`src/rtl/dla_cdc_bus_handshake_src_ctrl.sv`:
```
// dla_cdc_bus_handshake_src_ctrl
//   Source-side sequencer for a multi-bit clock crossing built from single-bit
//   full synchronizers. A word is accepted over valid/ready, parked on a
//   registered bus, and after a settle delay a 4-phase request level is raised.
//   The sequencer returns to idle only after the synchronized ack has gone high
//   and low again, so the bus never changes while the far side may sample it.
//
// Ports
//   clk            source clock
//   i_async_reset  asynchronous reset, active high
//   i_valid        upstream word valid
//   i_data         upstream word
//   o_ready        word accepted when i_valid & o_ready (only combinational output)
//   o_cdc_data     registered bus to the synchronizers, changes only on accept
//   o_cdc_req      registered 4-phase request level
//   i_cdc_ack      already-synchronized ack level from the destination side
//   o_done         one-cycle pulse when a transfer completes
//   o_busy         sequencer not idle
//   o_err          sticky flags: [0] ack timeout, [1] ack seen in IDLE/SETTLE
//   i_clear_err    clears o_err on the next edge (a same-cycle set event wins)
//   o_xfer_count   completed transfers, wraps silently
module dla_cdc_bus_handshake_src_ctrl #(
    parameter int unsigned WIDTH          = 32,
    parameter int unsigned SETTLE_CYCLES  = 2,
    parameter int unsigned TIMEOUT_CYCLES = 1024,
    parameter int unsigned COUNT_WIDTH    = 16
) (
    input  logic                   clk,
    input  logic                   i_async_reset,
    input  logic                   i_valid,
    input  logic [WIDTH-1:0]       i_data,
    output logic                   o_ready,
    output logic [WIDTH-1:0]       o_cdc_data,
    output logic                   o_cdc_req,
    input  logic                   i_cdc_ack,
    output logic                   o_done,
    output logic                   o_busy,
    output logic [1:0]             o_err,
    input  logic                   i_clear_err,
    output logic [COUNT_WIDTH-1:0] o_xfer_count
);

    localparam int unsigned SETTLE_W = (SETTLE_CYCLES > 1) ? $clog2(SETTLE_CYCLES) : 1;
    localparam int unsigned WAIT_W   = (TIMEOUT_CYCLES > 1) ? $clog2(TIMEOUT_CYCLES + 1) : 1;

    localparam logic [SETTLE_W-1:0] SETTLE_LOAD = SETTLE_W'(SETTLE_CYCLES - 1);
    // Wait counter saturates at the timeout value; with TIMEOUT_CYCLES == 0 it
    // is permanently saturated at zero and never raises the flag.
    localparam logic [WAIT_W-1:0]   WAIT_MAX    = WAIT_W'(TIMEOUT_CYCLES);

    if (SETTLE_CYCLES < 1) begin : g_settle_check
        $error("SETTLE_CYCLES must be at least 1");
    end

    typedef enum logic [1:0] {
        StIdle,
        StSettle,
        StReqHigh,
        StReqLow
    } state_e;

    state_e r_state;
    state_e w_state_next;

    logic [WIDTH-1:0]       r_cdc_data;
    logic                   r_cdc_req;
    logic                   r_done;
    logic                   r_busy;
    logic [1:0]             r_err;
    logic [COUNT_WIDTH-1:0] r_xfer_count;
    logic [SETTLE_W-1:0]    r_settle_cnt;
    logic [WAIT_W-1:0]      r_wait_cnt;

    logic [WIDTH-1:0]       w_cdc_data_next;
    logic                   w_cdc_req_next;
    logic                   w_done_next;
    logic [1:0]             w_err_next;
    logic [COUNT_WIDTH-1:0] w_xfer_count_next;
    logic [SETTLE_W-1:0]    w_settle_cnt_next;
    logic [WAIT_W-1:0]      w_wait_cnt_next;

    logic              w_accept;
    logic              w_settle_done;
    logic              w_ack_absent;
    logic              w_wait_sat;
    logic [WAIT_W-1:0] w_wait_plus;
    logic              w_timeout_evt;
    logic              w_proto_evt;

    assign o_ready       = (r_state == StIdle) & ~i_cdc_ack;
    assign w_accept      = i_valid & o_ready;
    assign w_settle_done = (r_settle_cnt == '0);

    // The ack level each waiting state is looking for is missing this cycle.
    assign w_ack_absent  = ((r_state == StReqHigh) & ~i_cdc_ack) |
                           ((r_state == StReqLow)  &  i_cdc_ack);
    assign w_wait_sat    = (r_wait_cnt == WAIT_MAX);
    assign w_wait_plus   = r_wait_cnt + WAIT_W'(1);
    // Fires on the single edge where the counter steps onto the limit.
    assign w_timeout_evt = (TIMEOUT_CYCLES != 0) & w_ack_absent & ~w_wait_sat &
                           (w_wait_plus == WAIT_MAX);
    // A high ack before any request is outstanding is a stale or spurious ack.
    assign w_proto_evt   = i_cdc_ack & ((r_state == StIdle) | (r_state == StSettle));

    // State register
    always_ff @(posedge clk or posedge i_async_reset) begin
        if (i_async_reset) begin
            r_state <= StIdle;
        end else begin
            r_state <= w_state_next;
        end
    end

    // Next-state logic
    always_comb begin
        w_state_next = r_state;
        unique case (r_state)
            StIdle:    if (w_accept)      w_state_next = StSettle;
            StSettle:  if (w_settle_done) w_state_next = StReqHigh;
            StReqHigh: if (i_cdc_ack)     w_state_next = StReqLow;
            StReqLow:  if (!i_cdc_ack)    w_state_next = StIdle;
            default:                      w_state_next = StIdle;
        endcase
    end

    // Output / datapath next values
    always_comb begin
        w_cdc_data_next   = r_cdc_data;
        w_cdc_req_next    = r_cdc_req;
        w_done_next       = 1'b0;
        w_xfer_count_next = r_xfer_count;
        w_settle_cnt_next = r_settle_cnt;
        w_wait_cnt_next   = r_wait_cnt;

        unique case (r_state)
            StIdle: begin
                if (w_accept) begin
                    w_cdc_data_next   = i_data;
                    w_settle_cnt_next = SETTLE_LOAD;
                end
            end
            StSettle: begin
                if (w_settle_done) begin
                    w_cdc_req_next  = 1'b1;
                    w_wait_cnt_next = '0;
                end else begin
                    w_settle_cnt_next = r_settle_cnt - SETTLE_W'(1);
                end
            end
            StReqHigh: begin
                if (i_cdc_ack) begin
                    w_cdc_req_next  = 1'b0;
                    w_wait_cnt_next = '0;
                end else if (!w_wait_sat) begin
                    w_wait_cnt_next = w_wait_plus;
                end
            end
            StReqLow: begin
                if (!i_cdc_ack) begin
                    w_done_next       = 1'b1;
                    w_xfer_count_next = r_xfer_count + COUNT_WIDTH'(1);
                end else if (!w_wait_sat) begin
                    w_wait_cnt_next = w_wait_plus;
                end
            end
            default: begin
                w_cdc_req_next = 1'b0;
            end
        endcase

        // Set events take priority over a same-cycle clear.
        w_err_next[0] = (r_err[0] & ~i_clear_err) | w_timeout_evt;
        w_err_next[1] = (r_err[1] & ~i_clear_err) | w_proto_evt;
    end

    always_ff @(posedge clk or posedge i_async_reset) begin
        if (i_async_reset) begin
            r_cdc_data   <= '0;
            r_cdc_req    <= 1'b0;
            r_done       <= 1'b0;
            r_busy       <= 1'b0;
            r_err        <= 2'b00;
            r_xfer_count <= '0;
            r_settle_cnt <= '0;
            r_wait_cnt   <= '0;
        end else begin
            r_cdc_data   <= w_cdc_data_next;
            r_cdc_req    <= w_cdc_req_next;
            r_done       <= w_done_next;
            r_busy       <= (w_state_next != StIdle);
            r_err        <= w_err_next;
            r_xfer_count <= w_xfer_count_next;
            r_settle_cnt <= w_settle_cnt_next;
            r_wait_cnt   <= w_wait_cnt_next;
        end
    end

    assign o_cdc_data   = r_cdc_data;
    assign o_cdc_req    = r_cdc_req;
    assign o_done       = r_done;
    assign o_busy       = r_busy;
    assign o_err        = r_err;
    assign o_xfer_count = r_xfer_count;

endmodule
```
`config.mk`:
```
export PLATFORM = sky130hd
export DESIGN_NAME = dla_cdc_bus_handshake_src_ctrl
export DESIGN_NICKNAME = d
export VERILOG_FILES = /design/src/rtl/dla_cdc_bus_handshake_src_ctrl.sv
export SDC_FILE = /design/constraint.sdc
export NUM_CORES = 1
export LEC_CHECK = 0
export ABC_AREA = 0
export CAP_MARGIN = 20
export CORE_MARGIN = 2
export CORE_UTILIZATION = 42
export DETAILED_ROUTE_END_ITERATION = 7
export PLACE_DENSITY_LB_ADDON = 0.25
export RECOVER_POWER = 50
export SYNTH_ARGS = -nofsm -noshare
export SYNTH_HDL_FRONTEND = slang
export SYNTH_SLANG_ARGS = --single-unit
```
`constraint.sdc`:
```
create_clock -name clk -period 1.9 [get_ports clk]
set_input_delay 0.38 -clock clk [delete_from_list [all_inputs] [get_ports clk]]
set_output_delay 0.38 -clock clk [all_outputs]
set_load 0.01 [all_outputs]
```
==> impl_metrics.yaml <==
outcome:
  status: "finished clean"
drt:
  vias_per_cell: 5.07
  wl_per_cell_um: 14.2
  drc: 0
  wl_met1_mm: 3.01
  dr.max_layer_used: "met4"
  dr_wl_met2_mm: 3.13
  first_iter_violations: 124
  wirelength_mm: 6.64
  ant_nets: 0
  firstDrtPassIters: 4
  wl_met3_um: 407
  vias: 2369
finish:
  drive_gt1_share_pct: 20.5
  finalNonFillerCells: 467
  fin_util_pct: 63.6
  fin_nets: 406
  synthToLayoutAreaGrowth_pct: 45.2
  antenna_cells: 0
clock_network:
  cts_max_path_buffers: 2
  cts_setup_buffers: 0
  cts-buffers-inserted: 9
  cts_root_buf: "clkbuf_8"
  h-tree-depth: 3
  clkLatencyLatePin_ps: 340
  clock_sink_count: 67
  clk_pin_slew_worst_paths_ps: 70
  ctsHoldBuffers: 0
  cts_tree: "built"
yosys:
  synthesis.area_sq_mm: 0.00299
  synth_cell_types: 43
  synth_edf_count: 0
  synth_fp_nets: 294
  synth-warning-count: 0
  synth-main-ff-cell: "dfrtp_1"
  async_reset_ff_share_pct: 100
  syn_avg_cell_area_sq_um: 11.8
  ys_seq_area_share_pct: 56.1
  ys_ff_latch: 67
  syn_inst: 254
worst_setup_path:
  timing.rr.start: "r_wait_cnt[5]"
  ff2ff_setup_slack_ps: 140
  cp_max_fo: 6
  start_kind: "flop"
  r2r_end: "o_err[0]"
  crit_path_start: "r_wait_cnt[5]"
  rr_worst_depth: 4
  end_kind: "flop"
  critical_path.endpoint: "o_err[0]"
  critical_path_class: "flop to flop"
  cp_data_required_time_ps: 2150
  crit_arrival_ps: 2010
timing:
  setup_viol: 0
  rsz0062_at_grt: "no"
  relSlewSlack_pct: 41.1
  holdWs_ps: 474
  post-route-period-util_pct: 92.8
  finalHoldViolCount: 0
  setup_ws_ps: 137
  period_needed_ps: 1760
  slew_violations: 0
  worst_slew_pin_slew_ps: 883
  clock.fmax_mhz: 567
  fin_worst_skew_ps: 6.73
floorplanning:
  die_x_um: 88.4
  ioPinCount: 91
  row_count: 30
  dieArea_sq_mm: 0.00781
  core_sq_mm: 0.00683
  die_h_um: 88.4
  start_util_pct: 43.8
min_path:
  holdCritStartpoint: "o_xfer_count[15]"
  min_path_type: "flop to flop"
place:
  place_ws_ps: -96.6
  place.gp.congestion: 0.916
  port_buffers: 90
  dp.cells: 451
  hpwl_mm: 4.77
power_and_ir_drop:
  p_total_mw: 5.76
  power_frac_clock_pct: 21.5
  switching_share_pct: 30.9
  p_per_area_mw_per_mm2: 1330
  combPwrFrac_pct: 40.0
  leakagePower_nw: 1.89
  vdd_drop_max_mv: 0.695
  p_switching_mw: 1.78
  p_seq_share_pct: 38.6
  power.internal_mw: 3.98
job:
  max_cap_viol_count: 0
global_routing:
  antenna_found_initial: 0
  grt_pass1_vias: 2306
  grt_usage_pct: 17.7
  grt_pass1_wl_mm: 10.6
  gr-total-overflow: 0
  grt_max_degree: 68
[through the flow]
step	TNS, ps	area (sq um)
floorplan	0	2990
CTS	0	4370
global placement	-1850	4160
detailed placement	-2220	4160
global route	0	4340
finish	0	4340
[how the worst min path moves through the flow]
stage,end,slack (ps),depth (start not counted)
after floorplan,o_err[0],480,1
after global placement,o_xfer_count[15],460,1
after detailed placement,o_xfer_count[15],470,1
after CTS,o_xfer_count[15],480,1
after global routing,o_xfer_count[5],510,1
final,o_xfer_count[15],470,1
[cell type report]
class                      count  area (sq um)
multi-input combinational    160          1200
fill                         576          2490
clock buffer                  12           165
sequential                    67          1680
timing repair buffer         113          1070
tap                           96           120
clock inverter                 4          47.5
inverter                      15          60.1
[synthesized netlist by cell type (2+ instances only)]
cell	count	area share [%]
o31ai_1	3	0.75
buf_2	8	1.3
a31oi_1	3	0.63
nand4_1	4	0.84
or3_2	2	0.50
xnor2_1	10	2.9
and3_1	4	0.84
xor2_1	8	2.3
nand2b_1	3	0.63
or4_1	4	1.0
or3_1	2	0.42
dfrtp_1	67	56
nand3_1	11	1.8
mux2_2	33	12
a21oi_1	11	1.8
clkbuf_1	3	0.38
and2_1	2	0.42
o22ai_1	2	0.42
inv_1	15	1.9
nor3_1	8	1.3
nand2_1	13	1.6
ha_1	3	1.3
nor3b_1	2	0.50
and4_1	3	0.88
o21ai_0	7	1.2
nor2_1	6	0.75
[metal layers]
metal	global-route usage, %	up-vias
li1	-	1132
met1	22.9	1146
met2	28.4	83
met3	3.73	8
met4	8.54	0
met5	0	-
[cell families (layout without fill, tap and decap cells)]
group           after synthesis  count (layout)  share of synthesized area (%)
simple gates                 71              71                           13.6
flops                        67              67                           56.1
compound gates               35              35                           7.62
mux                          33              33                           12.4
buf+inv                      27             144                           3.77
xor+xnor                     18              18                           5.27
fa+ha+maj                     3               3                           1.26
[sequential cells by signal (all words and copies together) (netlist names)]
signal and flops:
r_wait_cnt 11, o_done 1, o_cdc_req 1, r_settle_cnt 1, o_busy 1, o_cdc_data 32, o_xfer_count 16, o_err 2
r_state 2
[power groups by stage]
| stage | Sequential, mW | Clock (mW) | Combinational, mW |
|---|---|---|---|
| 6_report | 2.22 | 1.24 | 2.30 |
| 5_1_grt | 2.29 | 1.33 | 2.51 |
| 4_1_cts | 2.23 | 1.27 | 2.39 |
| 3_5_place_dp | 2.25 | 0 | 2.38 |
| 3_3_place_gp | 2.23 | 0 | 2.33 |
| 2_1_floorplan | 2.39 | 0 | 0.875 |
[cells in the final DEF, fill, tap and decap left out, drive strengths merged, types with 2 or more instances in the layout]
cell type	n
o22ai	2
mux2	33
buf	18
a21oi	11
nand2b	3
clkinvlp	2
o31ai	3
dlygate4sd3	12
clkbuf	17
nor3	8
nor2	6
and3	5
and4	4
clkdlybuf4s50	77
clkinv	2
nor3b	2
xor2	8
or3	4
xnor2	10
inv	14
nand2	13
and2	3
a31oi	3
nand4	5
ha	3
or4	4
dfrtp	67
nand3	11
o21ai	7
[critical path, stage by stage (launching register included)]
cell	delay (ps)
dfrtp_2	410
nand4_2	170
or4_1	540
a221o_1	350
o32ai_2	200
[timing repair]
item,in CTS,in global routing
endpoints found under the setup margin,1,1
resized for setup,1,1
pin swaps,0,0
No activity file was read; power rests on OpenSTA's default activity.
